<file path="src/rtl/ifft_pkg.sv">
// Shared defaults, FSM state type and index bit-reversal helper for the IFFT
// parallel-to-serial streamer.
package ifft_pkg;

  localparam int DEF_DATA_W = 16;
  localparam int DEF_N      = 16;
  localparam int MAX_IDX_W  = 6;

  typedef enum logic {
    IDLE   = 1'b0,
    SERIAL = 1'b1
  } state_t;

  // Reverses the low idx_w bits of idx; the caller zero-extends idx to MAX_IDX_W.
  function automatic logic [MAX_IDX_W-1:0] bitrev(input logic [MAX_IDX_W-1:0] idx,
                                                  input int idx_w);
    logic [MAX_IDX_W-1:0] rev;
    rev = {<<{idx}};
    return rev >> (MAX_IDX_W - idx_w);
  endfunction

endpackage

</file>
<file path="src/rtl/ifft_frame_reg.sv">
// N x DATA_W frame holding register with full flag and per-frame mode bit.
// Load has priority over clear so a buffer can empty and refill on one edge.
module ifft_frame_reg
  import ifft_pkg::*;
#(
  parameter int DATA_W = DEF_DATA_W,
  parameter int N      = DEF_N
) (
  input  logic                clk,
  input  logic                rst,
  input  logic                i_load,
  input  logic                i_clear,
  input  logic [N*DATA_W-1:0] i_data,
  input  logic                i_mode,
  output logic [N*DATA_W-1:0] o_data,
  output logic                o_full,
  output logic                o_mode
);

  logic [N*DATA_W-1:0] r_data;
  logic                r_full;
  logic                r_mode;

  always_ff @(posedge clk or negedge rst) begin
    if (!rst) begin
      r_data <= '0;
      r_full <= 1'b0;
      r_mode <= 1'b0;
    end else if (i_load) begin
      r_data <= i_data;
      r_full <= 1'b1;
      r_mode <= i_mode;
    end else if (i_clear) begin
      r_full <= 1'b0;
    end
  end

  assign o_data = r_data;
  assign o_full = r_full;
  assign o_mode = r_mode;

endmodule

</file>
<file path="src/rtl/ifft_p2s_stream.sv">
// Serialises parallel IFFT frames one sample per cycle (natural or bit-reversed order),
// first sample one cycle after accept; a shadow buffer hides frame turnaround, in_ready drops only while it is full.
module ifft_p2s_stream
  import ifft_pkg::*;
#(
  parameter int DATA_W = DEF_DATA_W,
  parameter int N      = DEF_N,
  parameter int IDX_W  = $clog2(N)
) (
  input  logic                clk,
  input  logic                rst,
  input  logic                in_valid,
  input  logic [N*DATA_W-1:0] in_data,
  input  logic                in_bitrev,
  output logic                in_ready,
  output logic                out_valid,
  input  logic                out_ready,
  output logic [DATA_W-1:0]   out_data,
  output logic                out_first,
  output logic                out_last,
  output logic                busy
);

  state_t              r_state;
  state_t              w_state_nxt;
  logic [IDX_W-1:0]    r_idx;
  logic [IDX_W-1:0]    w_rd_idx;

  logic [N*DATA_W-1:0] w_main_data;
  logic [N*DATA_W-1:0] w_shadow_data;
  logic [N*DATA_W-1:0] w_main_ld_data;
  logic                w_main_full;
  logic                w_shadow_full;
  logic                w_main_mode;
  logic                w_shadow_mode;
  logic                w_main_ld_mode;
  logic [DATA_W-1:0]   w_samples [N];

  logic w_accept;
  logic w_beat;
  logic w_last_beat;
  logic w_shift;
  logic w_main_free;
  logic w_main_load;
  logic w_shadow_load;

  assign in_ready      = !w_shadow_full;
  assign w_accept      = in_valid && !w_shadow_full;
  assign out_valid     = (r_state == SERIAL);
  assign w_beat        = out_valid && out_ready;
  assign w_last_beat   = w_beat && (r_idx == IDX_W'(N-1));
  // On the final beat the pending frame moves straight into main: no bubble.
  assign w_shift       = w_last_beat && w_shadow_full;
  assign w_main_free   = !w_main_full || w_last_beat;
  assign w_main_load   = w_shift || (w_accept && w_main_free);
  assign w_shadow_load = w_accept && !w_main_free;

  assign w_main_ld_data = w_shift ? w_shadow_data : in_data;
  assign w_main_ld_mode = w_shift ? w_shadow_mode : in_bitrev;

  ifft_frame_reg #(.DATA_W(DATA_W), .N(N)) u_main (
    .clk     (clk),
    .rst     (rst),
    .i_load  (w_main_load),
    .i_clear (w_last_beat),
    .i_data  (w_main_ld_data),
    .i_mode  (w_main_ld_mode),
    .o_data  (w_main_data),
    .o_full  (w_main_full),
    .o_mode  (w_main_mode)
  );

  ifft_frame_reg #(.DATA_W(DATA_W), .N(N)) u_shadow (
    .clk     (clk),
    .rst     (rst),
    .i_load  (w_shadow_load),
    .i_clear (w_shift),
    .i_data  (in_data),
    .i_mode  (in_bitrev),
    .o_data  (w_shadow_data),
    .o_full  (w_shadow_full),
    .o_mode  (w_shadow_mode)
  );

  always_ff @(posedge clk or negedge rst) begin
    if (!rst) begin
      r_state <= IDLE;
      r_idx   <= '0;
    end else begin
      r_state <= w_state_nxt;
      if (w_main_load) begin
        r_idx <= '0;
      end else if (w_beat) begin
        r_idx <= r_idx + 1'b1;
      end
    end
  end

  always_comb begin
    w_state_nxt = r_state;
    case (r_state)
      IDLE:    if (w_main_load) w_state_nxt = SERIAL;
      SERIAL:  if (w_last_beat && !w_main_load) w_state_nxt = IDLE;
      default: w_state_nxt = IDLE;
    endcase
  end

  always_comb begin
    for (int k = 0; k < N; k++) begin
      w_samples[k] = w_main_data[k*DATA_W +: DATA_W];
    end
  end

  assign w_rd_idx  = w_main_mode ? IDX_W'(bitrev(MAX_IDX_W'(r_idx), IDX_W)) : r_idx;
  assign out_data  = out_valid ? w_samples[w_rd_idx] : '0;
  assign out_first = out_valid && (r_idx == '0);
  assign out_last  = out_valid && (r_idx == IDX_W'(N-1));
  assign busy      = out_valid;

endmodule

</file>
<file path="config.mk">
export PLATFORM = sky130hd
export DESIGN_NAME = ifft_p2s_stream
export DESIGN_NICKNAME = d
export VERILOG_FILES = /design/src/rtl/ifft_pkg.sv /design/src/rtl/ifft_frame_reg.sv /design/src/rtl/ifft_p2s_stream.sv
export SDC_FILE = /design/constraint.sdc
export NUM_CORES = 1
export LEC_CHECK = 0
export ABC_AREA = 1
export ABC_CLOCK_PERIOD_IN_PS = 4050
export CAP_MARGIN = 20
export CORE_ASPECT_RATIO = 1.2
export CORE_MARGIN = 5
export CORE_UTILIZATION = 55
export CTS_CLUSTER_SIZE = 20
export DETAILED_ROUTE_END_ITERATION = 16
export GPL_ROUTABILITY_DRIVEN = 1
export PLACE_DENSITY = 0.89
export SKIP_LAST_GASP = 1
export SLEW_MARGIN = 20
export SYNTH_ARGS = -nofsm -noshare
export SYNTH_HDL_FRONTEND = slang
export SYNTH_HIERARCHICAL = 1
export SYNTH_SLANG_ARGS = --single-unit
</file>
<file path="constraint.sdc">
create_clock -name clk -period 4.05 [get_ports clk]
set_input_delay 0.81 -clock clk [delete_from_list [all_inputs] [get_ports clk]]
set_output_delay 0.81 -clock clk [all_outputs]
set_load 0.03 [all_outputs]
</file>
==> summary.md, run 1 <==
| Metric | Value |
|---|---|
| Outcome | completed |
| # IOs | 282 |
| Peak Freq | 252.0 MHz |
| Crit path kind | reg2out |
| RePlAce Congestion | 0.8846 |
| Ys Warns | 6 |
| Worst setup SP type | flop |
| Async SR Flop Fraction | 100.0% |
| Slew HR | ~31% |
| Number of fill cells | approximately 3,800 |
| RSZ-0062 raised after global routing | no |
| CP most frequent cell | nand3_1 |
| Max-cap violations | 0 |
| CP arrival | ~3.2 ns |
| CP max stage delay | around 0.8 ns |
| Setup violators final | 0 |
| Setup TNS | 0 ns |
| Via count | 24,473 |
| Die height | 247.8 microns |
| Reg clk slew, reported paths | 0.06 ns |
| DIE AREA | approximately 52,000 sq um |
| Final min period | roughly 4 ns |
| Post-route DRC | 0 |
| H-tree depth | 2 |
| Layout cell share with drive strength beyond 1 | roughly 4.4% |
| Clock buffer depth | 3 |
| Seq/Total Area, Yosys | 50.32% |
| Delay-heaviest family, CP | compound AO/OA/AOI/OAI gates |
| PD cells | about 800 nW/um^2 |
| Syn nets | around 3,900 |
| Synth-to-Final Area Change | 18.97% |
| Post-CTS Setup Bufs | 0 |
| Leakage | 0.01667 uW |
| Post-synth EDFFs | 0 |
| Clock Latency Late Sink | 0.60 ns |
| WL final | approximately 80,000 microns |
| First-pass GRT wire length | ~130,000 microns |
| Pre-CTS setup slack | 0.6141 ns |
| Fin nets | approximately 4,100 |
| Worst path cell trace | inv_1 -> o21ai_4 -> buf_12 -> nand3_1 -> nand3_1 -> nand3_1 -> nand2_1 -> nor2_1 -> buf_12 |
| Initial antenna violation count | 7 |
| CTS tree | done |
| CP Data Required Time | 3.24 ns |
| Slowest cell on crit path | o21ai_4 |
| Commonest cells in the netlist | nand2_1, dfrtp_1, nand3_1 |
| Crit share post-route | just under 100% |
| Largest net degree at the start of global routing | between 100 and 150 |
| Dpl hpwl | around 50,000 microns |
| CP Buf/Inv Count | 3 |
| DRT iter0 DRCs | 3,003 |
| TritonCTS Buffers | 52 |
| Flops & latches, synth | approximately 520 |
| VDD IR max | just under 500 uV |
| Final ANT Viol Nets | 0 |
| Final Max Tran Viols | 0 |
| Synth top area cells | dfrtp_1, nand2_1, nand3_1 |
| CORE AREA | between 40,000 and 50,000 sq um |
| Setup crit end kind | primary output |
| Final Skew | ~0.011 ns |
| Register Area | ~13,000 sq um |
| I/O Buffers | approximately 280 |
| Vias in the first global route | approximately 24,000 |
| Num rows | 87 |
| First-pass DRT Iterations | 6 |
| CP Max Fanout | 28 |
| Area leader, netlist | dfrtp_1 |
| Routed wire per std cell | 17.75 microns |
| Clock Root Buffer | clkbuf_16 |
| Clk sinks | 521 |
| All-Layer GR Usage | 30.39% |
| Multi-input logic area | about 11,000 sq um |
| DR vias/cell | between 5 and 6 |
| Post-synthesis average cell area | ~7.1 sq um |
| Syn Inst Count | 3,668 |
| Post-synth cell types | 22 |
| HP Class | in2async |
| Most frequent cell after synthesis | nand2_1 |
| Die width | between 200 and 250 microns |
| Starting Density | between 50% and 60% |
| Hold slack | between 0.15 and 0.2 ns |
| Final setup margin | about 0.08 ns |
| Mapped Area | 25,910 sq um |
| Count of final hold-check violations | 0 |
| Top_reg_cell synth | dfrtp_1 |
| Global route overflow | 0 |
| Synth top area share | 50.32% |
| Slew @ Worst Pin | 1.028 ns |
## metrics by stage
stage / area [sq um] / total power, uW / utilization (%) / instances
after floorplan: 25910 / 15090 / - / 3668
after global placement: 28890 / 18820 / 61.72 / 4390
final: 30820 / 24760 / 65.85 / 4495
after CTS: 30800 / 24620 / 65.80 / 4488
after global routing: 30820 / 26250 / 65.85 / 4494
after detailed placement: 28890 / 19180 / 61.72 / 4390
## flip-flops by register name (all words and copies together), names as in the netlist
signal,cells
u_shadow/o_full,1
r_idx,4
u_main/o_mode,1
u_shadow/o_mode,1
u_shadow/o_data,256
u_main/o_full,1
u_main/o_data,256
busy,1
## report_power, final
| group | internal (uW) | total [uW] | switching (uW) |
|---|---|---|---|
| registers | 7620 | 9040 | 1420 |
| logic | 3710 | 10400 | 6690 |
| clock network | 3220 | 5330 | 2100 |
## kinds of logic after synthesis
family	Yosys count	share of synthesized area, %
flops	521	50.32
fa+ha+maj	2	0.09657
compound gates	22	0.4781
xor+xnor	2	0.06762
buf+inv	245	6.056
simple gates	2876	42.98
## cell usage in the layout (no fill, tap or decap)
master / count
a21oi_1: 17
and3_1: 1
buf_12: 41
buf_4: 20
buf_6: 1
buf_8: 1
bufinv_16: 8
clkbuf_1: 8
clkbuf_16: 53
clkbuf_8: 17
clkdlybuf4s50_1: 264
clkinv_2: 6
clkinvlp_4: 4
dfrtp_1: 520
dfrtp_2: 1
diode_2: 7
ha_1: 2
inv_1: 13
inv_2: 1
inv_6: 2
inv_8: 3
nand2_1: 2554
nand2_2: 3
nand2_4: 3
nand3_1: 258
nor2_1: 53
nor2_4: 2
nor3_1: 2
o211ai_1: 1
o21ai_2: 2
o21ai_4: 2
xor2_1: 2
## cell type report
class	instances	share of cell area, %
Sequential cell	521	42.30
Multi-Input combinational cell	2902	36.83
Timing Repair Buffer	327	11.81
Clock buffer	78	5.159
Tap cell	623	2.529
Clock inverter	20	1.031
Inverter	17	0.2801
Antenna cell	7	0.05683
## per-layer routing
layer | up-vias | global-route usage [%] | wire (microns)
met5 | - | 0 | 0
met4 | 0 | 16.33 | 4625
met3 | 288 | 5.386 | 6135
met2 | 1255 | 49.25 | 37530
met1 | 11454 | 39.36 | 31520
li1 | 11476 | - | -
## what timing repair did
action / in CTS / in global routing
gates resized for setup: 1 / 2
setup endpoints to repair: 4 / 9
cloned: 0 / 0
hold buffers: 0 / 0
## worst reg2reg max path, cell delays in order, from the launching register on
cell and delay (ns):
dfrtp_1 0.32, buf_4 0.25, nand2_1 0.18, inv_1 0.15, nand2_1 0.14, nor2_4 0.25
inv_8 0.18, nand2_4 0.37, buf_12 0.45, nand2_1 0.32, nand2_1 0.10
## final timing paths
check | startpoint | to | slack, ns | cells past startpoint
max in group asynchronous | rst | u_main/o_data[203] | 2.74 | 3
worst max-delay path | r_idx[1] | out_data[0] | 0.08 | 9
worst min register to register | u_shadow/o_data[101] | u_shadow/o_data[101] | 0.47 | 2
min in group clk | u_shadow/o_data[101] | u_shadow/o_data[101] | 0.47 | 2
worst min-delay path | rst | u_shadow/o_data[86] | 0.20 | 1
worst max register to register | busy | u_main/o_data[81] | 1.29 | 10
No activity file was read; power rests on OpenSTA's default activity.
==> inputs of run 2 (changes only) <==
--- a/config.mk
+++ b/config.mk
@@ -15,6 +15,7 @@
 export DETAILED_ROUTE_END_ITERATION = 16
 export GPL_ROUTABILITY_DRIVEN = 1
 export PLACE_DENSITY = 0.89
+export RECOVER_POWER = 100
 export SKIP_LAST_GASP = 1
 export SLEW_MARGIN = 20
 export SYNTH_ARGS = -nofsm -noshare
==> run 2 against run 1 <==
  * The run now ends with max-capacitance violations, max-slew violations left
  * Final cell count did not move
  * Clock skew barely moved
  * Setup slack improved by 0.0043 ns
  * Non-clock buffer count did not move
==> summary.md, run 2 (synthesized netlist as in run 1, its figures left out) <==
| Metric | Value |
|---|---|
| Outcome | finished with violations |
| Violated checks | max-capacitance violations, max-slew violations |
| Crit path kind | reg2out |
| VDD IR max | 481.1 uV (-1.3%) |
| Reg clk slew, reported paths | 0.06 ns (about the same) |
| Slew @ Worst Pin | 2.291 ns (+1.263 ns) |
| Final ANT Viol Nets | 0 (unchanged) |
| Worst setup SP type | flop |
| Reg2Reg Launch Point | r_idx[1] |
| Setup crit end kind | primary output |
| Largest net degree at the start of global routing | 146 (unchanged) |
| Final Max Tran Viols | 607 (+607) |
| Dpl hpwl | 51,300 microns (unchanged) |
| Max-cap violations | 6 (+6) |
| DIE AREA | 51,570 sq um (unchanged) |
| HP Class | reg2reg |
| Crit share post-route | 97.87% (-0.11 points) |
| Fin nets | 4,084 (unchanged) |
| RePlAce Congestion | 0.8846 (unchanged) |
| Via count | 24,517 (+0.18%) |
| Worst Hold Path EP | u_shadow/o_data[17] |
| Leakage | 0.01661 uW (-0.35%) |
| Clock buffer depth | 3 (unchanged) |
| Hold slack | 0.4688 ns (+0.2695 ns) |
| Synth-to-Final Area Change | 18.12% |
| Initial antenna violation count | 7 (unchanged) |
| Layout cell share with drive strength beyond 1 | 4.347% (-0.052 points) |
| RSZ-0062 raised after global routing | no |
| PD cells | 805.4 nW/um^2 (+0.26%) |
| Die height | 247.8 microns (unchanged) |
| H-tree depth | 2 (unchanged) |
| Reg-to-Reg End | u_main/o_data[92] |
| First-pass DRT Iterations | 8 (+2) |
| Post-CTS Setup Bufs | 0 (unchanged) |
| CP arrival | 3.15 ns (about the same) |
| R2R depth | 10 (unchanged) |
| I/O Buffers | 281 (unchanged) |
| Vias in the first global route | 23,892 (unchanged) |
| CORE AREA | 46,810 sq um (unchanged) |
| Post-route DRC | 0 (unchanged) |
| All-Layer GR Usage | 30.39% (unchanged) |
| Hold_buf cts | 0 (unchanged) |
| Most frequent cells in the layout | nand2_1, dfrtp_1, clkdlybuf4s50_1 |
| CTS tree | done |
| CP Max Fanout | 28 (unchanged) |
| # IOs | 282 (unchanged) |
| Commonest non-fill, non-tap cell in the layout | nand2_1 |
| Hold_sp | u_shadow/o_data[17] |
| Count of final hold-check violations | 0 (unchanged) |
| Global route overflow | 0 (unchanged) |
| Final min period | 3.964 ns (-0.004300 ns) |
| Routed wire per std cell | 17.76 microns (about the same) |
| CP Data Required Time | 3.24 ns (about the same) |
| Clock Root Buffer | clkbuf_16 |
| Slew HR | -52.74% (-84 points) |
| Post_cts resized | 1 (unchanged) |
| Clk sinks | 521 (unchanged) |
| Clock Latency Late Sink | 0.60 ns (about the same) |
| First-pass GRT wire length | 126,800 microns (unchanged) |
| DR vias/cell | 5.454 (+0.18%) |
| Worst hold path depth | 2 |
| WL final | 79,840 microns (about the same) |
| Final Skew | 0.01071 ns (-0.0001128 ns) |
| Starting Density | 55.35% (unchanged) |
| DRT iter0 DRCs | 3,119 (+3.9%) |
| Peak Freq | 252.3 MHz (+0.11%) |
| Num rows | 87 (unchanged) |
| Setup violators final | 0 (unchanged) |
| Setup TNS | 0 ns (unchanged) |
| Total power | 24,650 uW (-0.46%) |
| Die width | 208.1 microns (unchanged) |
| TritonCTS Buffers | 52 (unchanged) |
| Reg2Reg Setup Slack | 0.29 ns (-1.00 ns) |
==> run 2: final cells by class <==
cell class | instances | area (sq um)
Multi-Input combinational cell | 2902 | 11340
Fill cell | 3815 | 16200
Clock buffer | 78 | 1590
Antenna cell | 7 | 17.52
Clock inverter | 20 | 317.8
Inverter | 17 | 81.33
Sequential cell | 521 | 13040
Tap cell | 623 | 779.5
Timing Repair Buffer | 327 | 3437
==> run 2: layer usage <==
layer	GRT usage, %	vias up	wire length, microns
li1	-	11474	-
met4	16.33	0	4586
met5	0	-	0
met3	5.386	291	6283
met1	39.36	11433	31200
met2	49.25	1319	37770
==> run 2: worst max-delay path, stage by stage, from the launching register on <==
cell and delay (ns):
dfrtp_1 0.48, inv_1 0.13, o21ai_4 0.81, buf_12 0.29
nand3_1 0.16, nand3_1 0.15, nand3_1 0.09, nand2_1 0.15
nor2_1 0.12, buf_12 0.15
==> run 2: power by group <==
group / switching [uW] / leakage [uW] / internal [uW]
sequential: 1420 / 0.00651 / 7610
combinational: 6650 / 0.00917 / 3630
clock: 2110 / 0.000931 / 3220
==> run 2: worst max path at each step <==
| stage | startpoint | endpoint | slack (ns) | cells after the start |
|---|---|---|---|---|
| 3_3_place_gp | u_main/o_mode | out_data[11] | 0.66 | 10 |
| 4_1_cts | u_main/o_mode | out_data[0] | 0.11 | 8 |
| 6_report | r_idx[1] | out_data[0] | 0.09 | 9 |
| 2_1_floorplan | u_main/o_mode | out_data[13] | 1.50 | 10 |
| 3_5_place_dp | u_main/o_mode | out_data[11] | 0.61 | 10 |
| 5_1_grt | r_idx[1] | u_main/o_data[19] | 0.02 | 10 |
==> run 2: stage by stage <==
step / instance area, sq um / setup WS [ns] / utilization, % / std cells
global route: 30600 / 0.02459 / 65.38 / 4494
detailed placement: 28890 / 0.6141 / 61.72 / 4390
floorplan: 25910 / 1.501 / - / 3668
CTS: 30800 / 0.1052 / 65.80 / 4488
finish: 30600 / 0.08632 / 65.38 / 4495
global placement: 28890 / 0.6579 / 61.72 / 4390
